===== config.mk =====
export PLATFORM = sky130hd
export DESIGN_NAME = imem_loader
export DESIGN_NICKNAME = d
export VERILOG_FILES = /design/src/rtl/imem_loader_pkg.sv /design/src/rtl/imem_loader_hold_timer.sv /design/src/rtl/imem_loader.sv
export SDC_FILE = /design/constraint.sdc
export NUM_CORES = 1
export LEC_CHECK = 0
export CAP_MARGIN = 10
export CORE_MARGIN = 10
export CORE_UTILIZATION = 52
export CTS_CLUSTER_DIAMETER = 50
export CTS_CLUSTER_SIZE = 24
export DETAILED_ROUTE_END_ITERATION = 10
export PLACE_DENSITY = 0.83
export SLEW_MARGIN = 20
export SYNTH_ARGS = -nofsm -noshare
export SYNTH_HDL_FRONTEND = slang
export SYNTH_HIERARCHICAL = 1
export SYNTH_SLANG_ARGS = --single-unit

===== constraint.sdc =====
create_clock -name Clk -period 3.9 [get_ports Clk]
set_input_delay 0.585 -clock Clk [delete_from_list [all_inputs] [get_ports Clk]]
set_output_delay 0.585 -clock Clk [all_outputs]
set_load 0.05 [all_outputs]

===== src/rtl/imem_loader_pkg.sv =====
// Shared definitions for the instruction-memory loader: state encoding and
// default sizing, used by the loader RTL and its bench alike.
package imem_loader_pkg;

    localparam int DEFAULT_DEPTH       = 32;
    localparam int DEFAULT_ADDR_W      = 8;
    localparam int DEFAULT_HOLD_CYCLES = 4;

    typedef enum logic [2:0] {
        ST_IDLE  = 3'd0,
        ST_LOAD  = 3'd1,
        ST_CHECK = 3'd2,
        ST_HOLD  = 3'd3,
        ST_RUN   = 3'd4,
        ST_ERROR = 3'd5
    } loader_state_t;

    // States from which a Load_Start request begins a fresh image.
    function automatic logic accepts_load_start(loader_state_t s);
        return (s == ST_IDLE) || (s == ST_RUN) || (s == ST_ERROR);
    endfunction

endpackage


===== src/rtl/imem_loader_hold_timer.sv =====
// Loadable down-counter for the post-load settle period. After a load it
// counts the enabled cycles down to zero; tc flags the enabled cycle in
// which the count has reached zero.
module imem_loader_hold_timer #(
    parameter int HOLD_CYCLES = 4
) (
    input  logic Clk,
    input  logic Reset,
    input  logic load,
    input  logic en,
    output logic tc
);

    localparam int CW = (HOLD_CYCLES < 1) ? 1 : $clog2(HOLD_CYCLES + 1);

    logic [CW-1:0] count;

    // Count register: load wins over decrement, stops at zero.
    always_ff @(posedge Clk) begin
        if (Reset) begin
            count <= '0;
        end else if (load) begin
            count <= CW'(HOLD_CYCLES);
        end else if (en && (count != '0)) begin
            count <= count - CW'(1);
        end
    end

    assign tc = en && (count == '0);

endmodule


===== src/rtl/imem_loader.sv =====
// Instruction-memory loader: accepts a byte stream over valid/ready, writes
// it to consecutive addresses from 0, holds the core in reset while loading
// and releases it after a settle delay.
//
// Build option: define IMEM_LOADER_CHECKSUM_EN to treat the In_Last byte as
// a mod-256 checksum (not written), verified in an extra CHECK state.
//
// Handshake: a byte transfers on a rising edge where In_Valid and In_Ready
// are both high; In_Ready is registered and high only in LOAD, so In_Valid
// is ignored everywhere else. Each transfer that is written shows up on
// Mem_WrEn/Mem_WrAddr/Mem_WrData as a one-cycle strobe in the next cycle.
module imem_loader
    import imem_loader_pkg::*;
#(
    parameter int DEPTH       = DEFAULT_DEPTH,
    parameter int ADDR_W      = DEFAULT_ADDR_W,
    parameter int HOLD_CYCLES = DEFAULT_HOLD_CYCLES
) (
    input  logic              Clk,
    input  logic              Reset,
    input  logic              Load_Start,
    input  logic              In_Valid,
    input  logic [7:0]        In_Data,
    input  logic              In_Last,
    output logic              In_Ready,
    output logic              Mem_WrEn,
    output logic [ADDR_W-1:0] Mem_WrAddr,
    output logic [7:0]        Mem_WrData,
    output logic              Core_Reset,
    output logic              Busy,
    output logic              Done,
    output logic              Error,
    output loader_state_t     Dbg_State
);

    loader_state_t     state;
    loader_state_t     next_state;
    logic [ADDR_W-1:0] wr_ptr;
    logic              accept;
    logic              write_fire;
    logic              start_load;
    logic              at_last_addr;
    logic              hold_load;
    logic              hold_done;

    logic              in_ready_d;
    logic              core_reset_d;
    logic              busy_d;
    logic              done_d;
    logic              error_d;

`ifdef IMEM_LOADER_CHECKSUM_EN
    logic [7:0]        sum;
`endif

    assign accept       = (state == ST_LOAD) && In_Valid;
    assign start_load   = Load_Start && accepts_load_start(state);
    assign at_last_addr = (wr_ptr == ADDR_W'(DEPTH - 1));
    assign hold_load    = (state != ST_HOLD) && (next_state == ST_HOLD);
    assign Dbg_State    = state;

`ifdef IMEM_LOADER_CHECKSUM_EN
    // The checksum byte is consumed but never written.
    assign write_fire = accept && !In_Last;
`else
    assign write_fire = accept;
`endif

    imem_loader_hold_timer #(
        .HOLD_CYCLES(HOLD_CYCLES)
    ) u_hold_timer (
        .Clk   (Clk),
        .Reset (Reset),
        .load  (hold_load),
        .en    (state == ST_HOLD),
        .tc    (hold_done)
    );

    // State register; reset overrides any simultaneous Load_Start.
    always_ff @(posedge Clk) begin
        if (Reset) begin
            state <= ST_IDLE;
        end else begin
            state <= next_state;
        end
    end

    // Next-state logic.
    always_comb begin
        next_state = state;
        case (state)
            ST_IDLE: begin
                if (Load_Start) next_state = ST_LOAD;
            end
            ST_LOAD: begin
                if (accept) begin
                    if (In_Last) begin
`ifdef IMEM_LOADER_CHECKSUM_EN
                        next_state = ST_CHECK;
`else
                        next_state = ST_HOLD;
`endif
                    end else if (at_last_addr) begin
                        next_state = ST_ERROR;
                    end
                end
            end
`ifdef IMEM_LOADER_CHECKSUM_EN
            ST_CHECK: begin
                next_state = (sum == 8'h00) ? ST_HOLD : ST_ERROR;
            end
`endif
            ST_HOLD: begin
                if (hold_done) next_state = ST_RUN;
            end
            ST_RUN: begin
                if (Load_Start) next_state = ST_LOAD;
            end
            ST_ERROR: begin
                if (Load_Start) next_state = ST_LOAD;
            end
            default: next_state = ST_IDLE;
        endcase
    end

    // Output decode from the upcoming state so the outputs can be registered.
    always_comb begin
        in_ready_d   = 1'b0;
        core_reset_d = 1'b1;
        busy_d       = 1'b0;
        done_d       = 1'b0;
        error_d      = 1'b0;
        case (next_state)
            ST_LOAD: begin
                in_ready_d = 1'b1;
                busy_d     = 1'b1;
            end
            ST_CHECK: busy_d = 1'b1;
            ST_HOLD:  busy_d = 1'b1;
            ST_RUN: begin
                core_reset_d = 1'b0;
                done_d       = 1'b1;
            end
            ST_ERROR: error_d = 1'b1;
            default: ;
        endcase
    end

    // Registered status outputs.
    always_ff @(posedge Clk) begin
        if (Reset) begin
            In_Ready   <= 1'b0;
            Core_Reset <= 1'b1;
            Busy       <= 1'b0;
            Done       <= 1'b0;
            Error      <= 1'b0;
        end else begin
            In_Ready   <= in_ready_d;
            Core_Reset <= core_reset_d;
            Busy       <= busy_d;
            Done       <= done_d;
            Error      <= error_d;
        end
    end

    // Write port and address counter; the counter saturates instead of wrapping.
    always_ff @(posedge Clk) begin
        if (Reset) begin
            Mem_WrEn   <= 1'b0;
            Mem_WrAddr <= '0;
            Mem_WrData <= '0;
            wr_ptr     <= '0;
        end else begin
            Mem_WrEn <= write_fire;
            if (write_fire) begin
                Mem_WrAddr <= wr_ptr;
                Mem_WrData <= In_Data;
            end
            if (start_load) begin
                wr_ptr <= '0;
            end else if (write_fire && !at_last_addr) begin
                wr_ptr <= wr_ptr + ADDR_W'(1);
            end
        end
    end

`ifdef IMEM_LOADER_CHECKSUM_EN
    // Running mod-256 sum of every accepted byte, checksum included.
    always_ff @(posedge Clk) begin
        if (Reset || start_load) begin
            sum <= 8'h00;
        end else if (accept) begin
            sum <= sum + In_Data;
        end
    end
`endif

endmodule


# Yosys cells after proc, flatten, opt, wreduce, memory -nomap -nowiden
# Index checks and enable logic that the tools add are counted.
# totals
inputBits	13
regBits	36
elab_cells	55
out_inout_bits	25
# op_classes
mux	13
add_sub_neg	2
eq_ne	11
n_reduce_logical	17
# op_table
cell	n
3-bit 2-to-1 mux	7
3-bit equality test (second input constant)	4
3-bit by 2-bit equality test with 1-bit output (second input constant)	3
3-bit one-hot mux with 3 select lines	1
8-bit by 1-bit adder with 8-bit output (second input constant)	1
8-bit by 5-bit equality test with 1-bit output (second input constant)	1
3-bit by 1-bit equality test with 1-bit output (second input constant)	2
1-bit logical AND	6
3-bit zero test	2
3-bit OR reduction	2
1-bit 2-to-1 mux	5
2-bit OR reduction	2
3-bit by 2-bit inequality test with 1-bit output (second input constant)	1
3-bit nonzero test	1
3-bit by 1-bit subtractor with 3-bit output (second input constant)	1
1-bit logical OR	2
2-bit nonzero test	1
1-bit zero test	1

# Logic depth before layout (Yosys ltp)
# Gate-level depths: netlist of run 1.
# depth
word_depth	8
ltp_mapped	7
depth_no_buf	7

# Hierarchy
# The synthesis of run 1 kept the hierarchy.
# modules_own_cells
mod	cells_per_inst	area_per_inst_um2	seq_area_each_um2	n_inst
imem_loader	163	1405.1	660.6	1
imem_loader_hold_timer	17	170.2	60.1	1

# Worst setup path after synthesis of run 1
# No wires, ideal clock.
# synth_path
path_type	flip-flop to flip-flop
startpoint	register state[0] (netlist: Dbg_State[0])
endpoint	register state[1] (netlist: Dbg_State[1])
slack_ns	1.866
n_path_buf	1
period_less_slack_ns	2.034
arrival_ns	1.904
t_required_ns	3.770
path_stages_with_launch	8
setup_ns	0.130
cell_sequence	dfxtp_1 > nor2b_1 > buf_2 > and2_1 > and2_2 > o21ai_0 > a31oi_1 > nor2b_1
# synth_between
elab_chain_cells	4
# synth_rtl
item	line_no	rtl
from (decl)	imem_loader.sv:36	loader_state_t state;
from (signal assigned)	imem_loader.sv:84	state <= next_state;
3-bit by 2-bit equality test with 1-bit output	imem_loader.sv:75	.en (state == ST_HOLD),
1-bit logical AND	imem_loader_hold_timer.sv:29	assign tc = en && (count == '0);
net hold_done	imem_loader.sv:44	logic hold_done;
3-bit 2-to-1 mux	imem_loader.sv:114	if (hold_done) next_state = ST_RUN;
3-bit one-hot mux with 3 select lines	imem_loader.sv:91	case (state)
# The timed path passes the listed nets, and every way through them passes these cells.
# A chain may end at the register's enable or synchronous reset.

# Final worst setup path of run 1
# layout_path
startpoint	input port In_Valid
endpoint	register wr_ptr[6]
# layout_between
elab_chain_cells	2
# layout_rtl
item	line_no	rtl
from (decl)	imem_loader.sv:22	input logic In_Valid,
1-bit logical AND	imem_loader.sv:56	assign accept = (state == ST_LOAD) && In_Valid;
1-bit logical AND	imem_loader.sv:181	end else if (write_fire && !at_last_addr) begin
to (signal assigned)	imem_loader.sv:182	wr_ptr <= wr_ptr + ADDR_W'(1);
to (decl)	imem_loader.sv:38	logic [ADDR_W-1:0] wr_ptr;
# Every way passes these cells.

==> results of run 1 <==
==> flip-flops by register name, indices dropped and copies added (netlist names) <==
register and flops:
Error 1, u_hold_timer/count 3, Done 1, Dbg_State 3
wr_ptr 8, In_Ready 1, Mem_WrAddr 8, Core_Reset 1
Mem_WrData 8, Busy 1, Mem_WrEn 1
==> cells by family (layout without fill, tap and decap cells) <==
| family | count (synthesis) | in the layout | share of synthesized area |
|---|---|---|---|
| xor+xnor | 1 | 1 | 0.00556 |
| simple gates | 64 | 64 | 0.225 |
| compound gates | 48 | 48 | 0.201 |
| mux | 4 | 4 | 0.0254 |
| flops | 36 | 36 | 0.458 |
| buf+inv | 24 | 57 | 0.0620 |
| fa+ha+maj | 3 | 3 | 0.0238 |
==> worst max-delay path: cells and delay by family <==
kind            cells  cell delay, ns
compound gates      1            0.16
simple gates        2            0.98
buf+inv             2            0.90
==> per-stage QoR <==
stage | instances | instance area [sq um] | worst slack (ns) | util | hold slack (ns)
floorplan | 180 | 1580 | 1.87 | - | 0.480
global placement | 237 | 1940 | 1.29 | 0.686 | 0.444
detailed placement | 237 | 1940 | 1.21 | 0.686 | 0.451
CTS | 244 | 2000 | 1.52 | 0.709 | 0.465
global route | 244 | 2000 | 1.34 | 0.709 | 0.494
finish | 244 | 2000 | 1.54 | 0.709 | 0.462
==> cell type report <==
type | instances | area (sq um)
Fill cell | 233 | 825
Multi-Input combinational cell | 120 | 757
Clock buffer | 7 | 65.1
Tap cell | 31 | 38.8
Sequential cell | 36 | 721
Inverter | 12 | 45.0
Timing Repair Buffer | 38 | 378
==> layer usage <==
| metal | track usage | up-vias |
|---|---|---|
| met5 | 0 | - |
| met4 | 0.0714 | 0 |
| met3 | 0.0683 | 6 |
| met2 | 0.246 | 32 |
| met1 | 0.147 | 655 |
| li1 | - | 700 |
==> cells in the final DEF, fill, tap and decap left out, drive strengths merged, types with 3 or more instances in the layout <==
master,netlist,routed
clkdlybuf4s50,0,37
dfxtp,36,36
nand2,33,33
a21oi,20,20
inv,12,12
o211ai,9,9
clkbuf,6,7
a211oi,6,6
nor3,4,4
mux2i,4,4
nor2b,4,4
ha,3,3
and2,3,3
nor2,3,3
o21ai,3,3
==> where the power goes <==
group / total, W / switching [W] / leakage (nW) / internal, W
registers: 0.000386 / 0.00000816 / 0.292 / 0.000378
logic: 0.000113 / 0.0000725 / 0.339 / 0.0000404
clock network: 0.000218 / 0.000115 / 0.0374 / 0.000102
==> worst paths after layout <==
check             cells past startpoint  slack (ns)                  startpoint                    endpoint
hold reg to reg                       2        0.46  Mem_WrData[4]$_SDFFE_PP0N_  Mem_WrData[4]$_SDFFE_PP0N_
hold / removal                        2        0.46  Mem_WrData[4]$_SDFFE_PP0N_  Mem_WrData[4]$_SDFFE_PP0N_
setup reg to reg                      6        1.69     Dbg_State[0]$_SDFF_PP0_     Dbg_State[1]$_SDFF_PP0_
setup / recovery                      5        1.54                    In_Valid      wr_ptr[6]$_SDFFE_PP0P_
==> impl_metrics.csv, run 1 <==
group,metric,value,unit
run_status,result_of_the_run,"finished clean",
floorplanning,placementRows,19,
setup_path,arr_time_crit_path,2.63,ns
setup_path,critPathRequiredTime,4.17,ns
routing,met1Wirelength,1480,um
logic_synthesis,synth.ff_latch_count,36,
grt,grt_first_pass_wirelength,6300,um
power_and_ir_drop,total_power,0.000717,W
sta,rsz0062_at_grt,"no",
sta,final-setup-viol-count,0,
floorplanning,initial_standard_cell_utilization_of_the_core,0.557,
clock_network,clock_tree.root_cell,"sky130_fd_sc_hd__clkbuf_4",
logic_synthesis,yosysWarnings,6,
power_and_ir_drop,ir_worst_vdd,0.302,mV
routing,drt-wirelength-per-cell,15.1,um
logic_synthesis,instance_count_of_the_mapped_netlist,180,
grt,globalRoute.totalOverflow,0,
floorplanning,dieWidth,75.0,um
logic_synthesis,yosys.area.top_type_share,0.458,
logic_synthesis,most_frequently_used_flop_master_after_synthesis,"sky130_fd_sc_hd__dfxtp_1",
clock_network,post_cts.resized_instances,0,
run,max_cap_violations,0,
layout,layout.nets,229,
logic_synthesis,distinct_cell_type_count_of_the_synthesized_netlist,41,
grt,grt_pass1_vias,1431,
sta,actual_slew_at_the_worst_max_slew_pin,0.839,ns
power_and_ir_drop,power_density,358,nW/um^2
setup_path,timing.critical_path.to_type,"flop",
setup_path,setup.worst_path.start_class,"input pin",
logic_synthesis,synthesis.nets,196,
sta,setup-tns-final,0,ns
place,port_buffers,37,
clock_network,clk_pin_slew_worst_paths,0.10,ns
floorplanning,io_pins,38,
floorplanning,fp.coreArea,2830,sq um
logic_synthesis,fraction_of_registers_with_async_set_or_reset_after_synthesis,0,
setup_path,critical_path.max_stage_delay,0.51,ns
clock_network,cts_made_buffers,5,
setup_path,criticalPathCategory,"input pin to flop",
routing,routed_wl,3680,um
logic_synthesis,post_synth_most_frequent_cells,"sky130_fd_sc_hd__dfxtp_1 (36), sky130_fd_sc_hd__nand2_1 (33), sky130_fd_sc_hd__a21oi_1 (20)",
hold_path,holdCritPathClass,"flop to flop",
setup_path,crit_slowest_cell,"sky130_fd_sc_hd__nand4bb_1",
place,dp_hpwl,2750,um
routing,drt.antenna.violating_nets,0,
clock_network,clk_latency,0.34,ns
setup_path,worst-path-max-fanout,13,
sta,final_max_slew_viol_count,0,
routing,drt_first_iter_violations,108,
routing,drc_errors,0,
floorplanning,die_y,75.0,um
logic_synthesis,mappedNetlistArea,1580,sq um
clock_network,cts_hold_repair.buffers,0,
sta,final_min_period_over_clock_period,0.605,
grt,grt_start_max_net_pins,24,
layout,post_route_cells_drive_above_1_share,0.0704,
grt,initial_antenna_violation_count,0,
logic_synthesis,ys_seq_area_frac,0.458,
sta,layout_min_cycle_time,2.36,ns
logic_synthesis,synthMostInstantiatedCell,"sky130_fd_sc_hd__dfxtp_1",
logic_synthesis,synth_largest_area_cell,"sky130_fd_sc_hd__dfxtp_1",
sta,slew-limit-headroom,0.439,
logic_synthesis,synth_area_per_cell,8.75,sq um
layout,insertedDiodeCount,0,
routing,vias_per_cell,5.71,
power_and_ir_drop,leakage,0.668,nW
place,gpl.final_weighted_congestion,0.821,
clock_network,cts_setup_buffers,0,
routing,met2RoutedLength,1860,um
clock_network,max-clock-path-buffers,2,
sta,finClkSkew,0.00594,ns
routing,routed-wl-met3,276,um
sta,maximum_clock_rate,424,MHz
routing,drtPass1Iterations,4,
layout,areaGrowthSynthToFinish,27.2,%
sta,final-hold-violation-count,0,
routing,uppermost_layer_routed,"met4",
routing,num_vias,1393,
clock_network,cts_tree,"done",
logic_synthesis,synthTopCellsByArea,"sky130_fd_sc_hd__dfxtp_1 (46%), sky130_fd_sc_hd__nand2_1 (7.9%), sky130_fd_sc_hd__a21oi_1 (6.4%)",
clock_network,cts_sinks,36,
setup_path,crit_path_cell_trace,"clkdlybuf4s50_1, nand4bb_1, buf_4, or4_1, a21oi_1",
grt,grt_use_total,0.145,
clock_network,h_tree_level_count,2,
floorplanning,floorplan.die_area,5630,sq um
logic_synthesis,edff_count_synth,0,
Note: power is estimated with default switching activity, not from simulation.
==> run 2: changes to the inputs <==
--- a/config.mk
+++ b/config.mk
@@ -7,11 +7,11 @@
 export LEC_CHECK = 0
 export CAP_MARGIN = 10
 export CORE_MARGIN = 10
-export CORE_UTILIZATION = 52
+export CORE_UTILIZATION = 44
 export CTS_CLUSTER_DIAMETER = 50
 export CTS_CLUSTER_SIZE = 24
 export DETAILED_ROUTE_END_ITERATION = 10
-export PLACE_DENSITY = 0.83
+export PLACE_DENSITY = 0.75
 export SLEW_MARGIN = 20
 export SYNTH_ARGS = -nofsm -noshare
 export SYNTH_HDL_FRONTEND = slang
==> constraint.sdc (replaced) <==
create_clock -name Clk -period 1.9 [get_ports Clk]
set_input_delay 0.285 -clock Clk [delete_from_list [all_inputs] [get_ports Clk]]
set_output_delay 0.285 -clock Clk [all_outputs]
set_load 0.05 [all_outputs]
==> impl_metrics.csv, run 2 (synthesis gave the netlist of run 1 again) <==
group,metric,value,unit
run_status,result_of_the_run,"finished clean",
routing,drt_first_iter_violations,113,
routing,vias_per_cell,5.37,
sta,timing.final.ws_setup,0.0786,ns
floorplanning,fp.coreArea,3390,sq um
setup_path,crit_path_cell_trace,"clkdlybuf4s50_1",
setup_path,critPathRequiredTime,1.62,ns
clock_network,clock_tree.root_cell,"sky130_fd_sc_hd__clkbuf_4",
hold_path,min_delay_worst_endpoint,"Mem_WrData[4]$_SDFFE_PP0N_",
sta,actual_slew_at_the_worst_max_slew_pin,0.535,ns
clock_network,clk_latency,0.33,ns
floorplanning,placementRows,21,
layout,post_route_cells_drive_above_1_share,0.113,
power_and_ir_drop,power_density,707,nW/um^2
sta,final_min_period_over_clock_period,0.959,
sta,layout_min_cycle_time,1.82,ns
sta,finClkSkew,0.00925,ns
layout,postLayoutCoreUtil,0.616,
grt,grt_pass1_vias,1385,
setup_path,crit_slowest_cell,"sky130_fd_sc_hd__clkdlybuf4s50_1",
floorplanning,io_pins,38,
grt,grt_first_pass_wirelength,6520,um
clock_network,h_tree_level_count,2,
grt,grt_use_total,0.125,
layout,final_common_cell,"sky130_fd_sc_hd__clkdlybuf4s50_1",
sta,maximum_clock_rate,549,MHz
setup_path,worst-path-max-fanout,7,
routing,routed_wl,3740,um
place,dp_hpwl,2770,um
layout,finish.instance_area,2090,sq um
floorplanning,die_y,79.8,um
hold_path,worstHoldPathCells,2,
power_and_ir_drop,ir_worst_vdd,0.477,mV
routing,num_vias,1433,
place,placed_area,2020,sq um
routing,drc_errors,0,
setup_path,arr_time_crit_path,1.54,ns
sta,final-setup-viol-count,0,
sta,slew-limit-headroom,0.642,
setup_path,cp.depth,1,
sta,setup-tns-final,0,ns
floorplanning,initial_standard_cell_utilization_of_the_core,0.465,
clock_network,max-clock-path-buffers,2,
routing,drt-wirelength-per-cell,14.0,um
grt,globalRoute.totalOverflow,0,
run,max_cap_violations,0,
grt,grt_start_max_net_pins,22,
layout,areaGrowthSynthToFinish,32.6,%
sta,final-hold-violation-count,0,
floorplanning,floorplan.die_area,6370,sq um
clock_network,cts_made_buffers,5,
sta,final_max_slew_viol_count,0,
hold_path,hp-start,"Mem_WrData[4]$_SDFFE_PP0N_",
hold_path,holdCritPathClass,"flop to flop",
routing,drtPass1Iterations,4,
setup_path,slack_of_the_worst_reg_to_reg_path,0.21,ns
place,detailedPlace.worstSlack,0.132,ns
layout,layout.nets,236,
layout,layout.cells.most_common_list,"sky130_fd_sc_hd__clkdlybuf4s50_1 (35), sky130_fd_sc_hd__dfxtp_1 (34), sky130_fd_sc_hd__nand2_1 (33), sky130_fd_sc_hd__a21oi_1 (20), sky130_fd_sc_hd__inv_1 (12)",
setup_path,ff2ff_path_depth,7,
place,port_buffers,37,
setup_path,criticalPathCategory,"flop to output pin",
floorplanning,dieWidth,79.8,um
place,gpl.final_weighted_congestion,0.904,
setup_path,worst-path-buf-inv,1,
layout,reg_top3,"Mem_WrAddr: 8 flops, Mem_WrData: 8 flops, wr_ptr: 8 flops",
setup_path,setup.worst_path.start_class,"flop",
grt,initial_antenna_violation_count,0,
clock_network,clk_pin_slew_worst_paths,0.11,ns
setup_path,critical_path.max_stage_delay,0.82,ns
routing,drt.antenna.violating_nets,0,
clock_network,cts_sinks,36,
layout,insertedDiodeCount,0,
sta,rsz0062_at_grt,"no",
power_and_ir_drop,leakage,0.715,nW
setup_path,r2r_end,"Error$_SDFF_PP0_",
setup_path,timing.critical_path.to_type,"output pin",
clock_network,cts_tree,"done",
setup_path,timing.critical_path.max_delay_family,"buffers and inverters",
setup_path,r2r_start,"u_hold_timer/count[0]$_SDFFE_PP0P_",
-- run 2: cell count changes in the layout (fill, tap and decap cells not counted) --
cell,previous run,this run
sky130_fd_sc_hd__dfxtp_2,0,2
sky130_fd_sc_hd__dfxtp_1,36,34
sky130_fd_sc_hd__clkinvlp_4,0,1
sky130_fd_sc_hd__dlymetal6s2s_1,0,1
sky130_fd_sc_hd__clkdlybuf4s50_1,37,35
sky130_fd_sc_hd__o21ai_1,1,2
sky130_fd_sc_hd__buf_12,0,1
sky130_fd_sc_hd__buf_4,1,8
sky130_fd_sc_hd__clkbuf_1,0,1
sky130_fd_sc_hd__clkbuf_8,2,1
sky130_fd_sc_hd__o21ai_0,2,1
-- run 2: where the power goes --
group          total (W)  switching [W]  leakage, nW  internal [W]
registers       0.000792      0.0000155        0.293      0.000777
logic           0.000253       0.000155        0.390     0.0000981
clock network   0.000430       0.000249       0.0315      0.000181
-- run 2: repair_timing --
action / in CTS / in global routing
gates resized for setup: 0 / 2
hold endpoints to repair: 0 / 0
setup endpoints to repair: 0 / 3
setup buffers: 0 / 0
hold buffers: 0 / 0
-- run 2: worst max-delay path by stage --
stage	startpoint	end
after floorplan	Dbg_State[0]$_SDFF_PP0_	Dbg_State[1]$_SDFF_PP0_
after global placement	In_Valid	wr_ptr[6]$_SDFFE_PP0P_
after detailed placement	In_Valid	wr_ptr[6]$_SDFFE_PP0P_
after CTS	Dbg_State[0]$_SDFF_PP0_	Dbg_State[0]
after global routing	Dbg_State[2]$_SDFF_PP0_	Dbg_State[2]
final	Dbg_State[2]$_SDFF_PP0_	Dbg_State[2]
-- run 2: through the flow --
| step | total power, W | cells | hold WS, ns |
|---|---|---|---|
| detailed placement | 0.00106 | 259 | 0.447 |
| finish | 0.00148 | 267 | 0.463 |
| CTS | 0.00149 | 267 | 0.462 |
| global placement | 0.00106 | 259 | 0.445 |
| global route | 0.00156 | 267 | 0.462 |
| floorplan | 0.000962 | 180 | 0.354 |
-- run 2: layer usage --
layer / up-vias / share of wire / routed length, um / global-route usage
met3: 4 / 0.091 / 342 / 0.0642
met4: 0 / 0.0088 / 33 / 0.0335
met1: 662 / 0.42 / 1590 / 0.146
li1: 720 / - / - / -
met5: - / 0 / 0 / 0
met2: 47 / 0.47 / 1780 / 0.198
-- run 2: tightest hold or removal path: stages, from the launching register on --
cell	delay [ns]
sky130_fd_sc_hd__dfxtp_1	0.33
sky130_fd_sc_hd__nand2_1	0.05
sky130_fd_sc_hd__a21oi_1	0.05
-- run 2: cell type report --
cell class	instances	area, sq um
Clock buffer	7	55.1
Clock inverter	1	7.51
Fill cell	280	1300
Inverter	12	45.0
Multi-Input combinational cell	120	757
Sequential cell	36	723
Tap cell	46	57.6
Timing Repair Buffer	45	443
